## src/rtl/mc_ctrl.sv

```systemverilog
// Multi-cycle MIPS control FSM: decodes Op/Funct into an instruction class and
// sequences IF/ID/EX/MA/WB, driving PC/IR/GPR/DM strobes and datapath steering.
module mc_ctrl #(
  parameter bit HALT_ON_ILLEGAL = 1'b0
) (
  input  logic       clk,
  input  logic       rst,
  input  logic [5:0] Op,
  input  logic [5:0] Funct,
  input  logic       Zero,
  input  logic       IMReady,
  input  logic       DMReady,
  output logic       PCWrite,
  output logic       IRWrite,
  output logic       RegWrite,
  output logic       MemWrite,
  output logic [1:0] EXTOp,
  output logic [2:0] ALUOp,
  output logic       ALUSrcB,
  output logic [1:0] NPCOp,
  output logic       GPRSel,
  output logic       WDSel,
  output logic       Illegal
);

  typedef enum logic [2:0] {
    S_IF   = 3'd0,
    S_ID   = 3'd1,
    S_EX   = 3'd2,
    S_MA   = 3'd3,
    S_WB   = 3'd4,
    S_HALT = 3'd5
  } state_t;

  typedef enum logic [3:0] {
    C_NOP, C_ADDU, C_SUBU, C_ORI, C_ADDI, C_LUI, C_LW, C_SW, C_BEQ, C_J, C_ILL
  } cls_t;

  state_t state, state_next;
  cls_t   cls_q, cls_dec, cls;

  function automatic cls_t decode(input logic [5:0] op, input logic [5:0] fn);
    cls_t c;
    case (op)
      6'b000000: begin
        case (fn)
          6'b100001: c = C_ADDU;
          6'b100011: c = C_SUBU;
          default:   c = C_ILL;
        endcase
      end
      6'b001101: c = C_ORI;
      6'b001000: c = C_ADDI;
      6'b001111: c = C_LUI;
      6'b100011: c = C_LW;
      6'b101011: c = C_SW;
      6'b000100: c = C_BEQ;
      6'b000010: c = C_J;
      default:   c = C_ILL;
    endcase
    return c;
  endfunction

  assign cls_dec = decode(Op, Funct);
  // In S_ID the class register is not yet loaded, so steer from the live decode.
  assign cls = (state == S_ID) ? cls_dec : cls_q;

  always_ff @(posedge clk) begin
    if (rst) begin
      state <= S_IF;
      cls_q <= C_NOP;
    end else begin
      state <= state_next;
      if (state == S_ID) cls_q <= cls_dec;
    end
  end

  always_comb begin
    state_next = S_IF;
    case (state)
      S_IF: state_next = IMReady ? S_ID : S_IF;
      S_ID: begin
        if (cls_dec == C_J)        state_next = S_IF;
        else if (cls_dec == C_ILL) state_next = HALT_ON_ILLEGAL ? S_HALT : S_IF;
        else                       state_next = S_EX;
      end
      S_EX: begin
        if (cls == C_BEQ)                     state_next = S_IF;
        else if (cls == C_LW || cls == C_SW)  state_next = S_MA;
        else                                  state_next = S_WB;
      end
      S_MA: begin
        if (!DMReady)         state_next = S_MA;
        else if (cls == C_SW) state_next = S_IF;
        else                  state_next = S_WB;
      end
      S_WB:    state_next = S_IF;
      S_HALT:  state_next = S_HALT;
      default: state_next = S_IF;
    endcase
  end

  // Reset forces every output low in the same cycle, aborting any strobe.
  always_comb begin
    PCWrite  = 1'b0;
    IRWrite  = 1'b0;
    RegWrite = 1'b0;
    MemWrite = 1'b0;
    EXTOp    = 2'b00;
    ALUOp    = 3'b000;
    ALUSrcB  = 1'b0;
    NPCOp    = 2'b00;
    GPRSel   = 1'b0;
    WDSel    = 1'b0;
    Illegal  = 1'b0;
    if (!rst) begin
      if (state == S_ID || state == S_EX || state == S_MA || state == S_WB) begin
        case (cls)
          C_ADDI, C_LW, C_SW, C_BEQ: EXTOp = 2'b01;
          default:                   EXTOp = 2'b00;
        endcase
        case (cls)
          C_SUBU, C_BEQ: ALUOp = 3'b001;
          C_ORI:         ALUOp = 3'b010;
          C_LUI:         ALUOp = 3'b011;
          default:       ALUOp = 3'b000;
        endcase
        ALUSrcB = (cls == C_ORI) || (cls == C_ADDI) || (cls == C_LUI) ||
                  (cls == C_LW)  || (cls == C_SW);
      end
      case (state)
        S_IF: begin
          IRWrite = IMReady;
          PCWrite = IMReady;
        end
        S_ID: begin
          if (cls_dec == C_J) begin
            PCWrite = 1'b1;
            NPCOp   = 2'b10;
          end
          Illegal = (cls_dec == C_ILL);
        end
        S_EX: begin
          if (cls == C_BEQ) begin
            PCWrite = Zero;
            NPCOp   = 2'b01;
          end
        end
        S_MA: MemWrite = (cls == C_SW) && DMReady;
        S_WB: begin
          RegWrite = 1'b1;
          GPRSel   = (cls == C_ADDU) || (cls == C_SUBU);
          WDSel    = (cls == C_LW);
        end
        default: ;
      endcase
    end
  end

endmodule

```

## config.mk

```make
export PLATFORM = sky130hd
export DESIGN_NAME = mc_ctrl
export DESIGN_NICKNAME = d
export VERILOG_FILES = /design/src/rtl/mc_ctrl.sv
export SDC_FILE = /design/constraint.sdc
export NUM_CORES = 1
export LEC_CHECK = 0
export ABC_AREA = 1
export BUFFER_PORTS_ARGS = -buffer_cell sky130_fd_sc_hd__buf_2
export CORE_MARGIN = 2
export CORE_UTILIZATION = 30
export CTS_BUF_LIST = sky130_fd_sc_hd__clkbuf_4 sky130_fd_sc_hd__clkbuf_8
export DETAILED_ROUTE_END_ITERATION = 6
export GPL_TIMING_DRIVEN = 0
export PLACE_DENSITY = 0.59
export SLEW_MARGIN = 20
export SYNTH_ARGS = -nofsm -noshare
export SYNTH_HDL_FRONTEND = slang
export SYNTH_SLANG_ARGS = --single-unit
```

## constraint.sdc

```tcl
create_clock -name clk -period 5.45 [get_ports clk]
set_input_delay 1.09 -clock clk [delete_from_list [all_inputs] [get_ports clk]]
set_output_delay 1.09 -clock clk [all_outputs]
set_load 0.005 [all_outputs]
```

==> out/results.ini <==
[sta]
postLayoutSetupSlackWorst_ps = 1770
fmax_ghz = 0.272
skew_ps = 3.65
setup-tns-final_ps = 0
finalSetupViolCount = 0
min_period_ps = 3680
final-hold-violation-count = 0
grt_setup_unrepaired = no
drv_slew = 0
timing.final.crit_share_pct = 67.6

[grt]
grt_pass1_wl_mm = 3.62
grt_usage_pct = 13.5
grt_remaining_overflow = 0
grt_pass1_vias = 907
antenna_found_initial = 0
grt_max_degree = 11

[clock_tree]
cts-root-buf = clkbuf_4
cts_buffer_depth = 2
cts.htree.levels = 1
cts_tree = done
cts_setup_buffers = 0
clk-insertion-delay-late_ps = 250
cts_buffers = 3
post_cts_resized = 0
path_clk_slew_ps = 50
holdBufCountCts = 0
clkSinkCount = 7

[floorplan]
ios = 32
row_count = 19
die_w_um = 57.3
design.core.area_sq_um = 2730
die_area_sq_um = 3280
start_util_pct = 31.1
die_y_um = 57.3

[critical_path]
r2r_slack_ps = 3770
worst-path-stages = 13
r2r_cells = 12
critical_path.startpoint = Op[3]
cp.arrival_ps = 2590
endpoint = PCWrite
start_kind = primary input
worstPathCellList = buf_2, nor2_1, nand3_2, nand2_1, nor2_1, nand2_2, nand3_2, nand2_4, nand3_2, nor2_1, nand2_1, a21oi_2, buf_2
crit_path_max_fanout = 7
cp_slowest_cell = nor2_1
reg2reg_from = state[1]$_SDFF_PP0_
cp-end-kind = output pin
cpPeakStageDelay_ps = 180
crit_type = in -> out
cp_top_family = simple AND/OR/NAND/NOR gates
required_ps = 4360
regToRegEndpoint = state[2]$_SDFF_PP0_
cp_num_buf_inv = 2

[yosys]
syn_area_sq_um = 851
ys_warn_count = 0
synth_cell_types = 24
syn_area_per_cell_sq_um = 5.35
ys_seq_area_share_pct = 16.5
syn_inst = 159
ys_ff_latch = 7

[detailed_routing]
drtIter0Drc = 9
drt_pass1_iterations = 4
num_vias = 1000
drc = 0
wl_mm = 1.93
avgViaCountPerCell = 4.46
ant_nets = 0
wl_per_cell_um = 8.63

[place]
gp_congestion = 0.807
preCtsSetupSlack_ps = 1770
dpl_cell_area_sq_um = 1040
port_buffers = 29
place_hpwl_mm = 1.68

[layout]
diodes = 0
syn_to_final_growth_pct = 25.6
finalNetCount = 211
post-route-util_pct = 39.1
final_common_cell = nor2_1
mostFrequentLayoutCells = nor2_1 (40), nand2_1 (36), buf_2 (29), inv_1 (25), nand3_1 (11)
drive_gt1_share_pct = 29.5
final_area_sq_um = 1070

[min_path]
min_path_type = reg -> reg

[run]
cap_viol_max_count = 0

[pwr]
powerDensity_nw_per_um2 = 154
total_power_uw = 165
ir_worst_vdd_v = 0.000149
p_leak_uw = 0.000611

[run_status]
status = finished clean

worst reg2reg max path: stages (launching register included):
cell	delay (ps)
dfxtp_1	320
inv_1	90
nand2_2	70
nor2_4	210
inv_2	90
nand2_1	60
nand2_1	100
a21oi_1	160
nand3_2	170
nand2_1	90
nor2_1	40
nor2_1	90
nor2_1	40
per-layer routing:
metal | GRT usage [%] | up-vias | routed length (um)
li1 | - | 556 | -
met1 | 18.5 | 425 | 995
met2 | 22.2 | 19 | 849
met3 | 3.85 | 0 | 90
met4 | 0.997 | 0 | 0
met5 | 0 | - | 0
cell usage after synthesis:
library cell / instances / area share [%]
inv_1: 25 / 11
nor3_1: 5 / 2.9
nand3_2: 4 / 4.7
a211oi_1: 1 / 0.88
nor3_2: 1 / 1.2
nand2_1: 36 / 16
a31oi_1: 2 / 1.5
nand2_2: 5 / 3.7
nand4_1: 1 / 0.74
nor2_4: 2 / 2.6
nor2_2: 3 / 2.2
dfxtp_1: 7 / 16
conb_1: 1 / 0.44
o21a_1: 1 / 0.88
inv_2: 1 / 0.44
a21oi_2: 2 / 2.1
nor2_1: 40 / 18
buf_4: 2 / 1.8
clkbuf_1: 1 / 0.44
a21oi_1: 3 / 1.8
nor4_1: 1 / 0.74
nand2_4: 1 / 1.3
or2_2: 3 / 2.2
nand3_1: 11 / 6.5
through the flow:
step	hold slack [ps]	std cells
3_5_place_dp	606	220
5_1_grt	697	224
6_report	620	224
2_1_floorplan	578	160
3_3_place_gp	601	220
4_1_cts	623	224
power breakdown:
part           switching, uW  internal (uW)  total [uW]
clock                   18.8           32.9        51.7
combinational           36.3           21.2        57.6
sequential              1.32           53.9        55.3
flip-flops by register name, summed over array words and instances, names as in the netlist:
| signal | flops |
|---|---|
| cls_q | 4 |
| state | 3 |
how the worst min path moves through the flow:
stage	from	end	slack (ps)	cells after the start
after CTS	cls_q[1]$_SDFF_PP0_	cls_q[1]$_SDFF_PP0_	620	3
after global routing	cls_q[3]$_SDFF_PP0_	cls_q[3]$_SDFF_PP0_	700	3
after floorplan	cls_q[1]$_SDFF_PP0_	cls_q[1]$_SDFF_PP0_	580	3
after global placement	cls_q[1]$_SDFF_PP0_	cls_q[1]$_SDFF_PP0_	600	3
after detailed placement	cls_q[1]$_SDFF_PP0_	cls_q[1]$_SDFF_PP0_	610	3
final	cls_q[1]$_SDFF_PP0_	cls_q[1]$_SDFF_PP0_	620	3
cell type report:
type,instances,area (sq um)
clock buffer,4,30.0
multi-input combinational,124,598
sequential,7,140
inverter,26,97.6
buffer,3,18.8
timing repair buffer,29,145
fill,315,1670
tap,31,38.8
cells by family after synthesis:
family	after synthesis	share of synthesized area, %
flops	7	16.5
simple gates	113	62.4
compound gates	9	7.06
other cells	1	0.441
buf+inv	29	13.7
No activity file was read; power rests on OpenSTA's default activity.
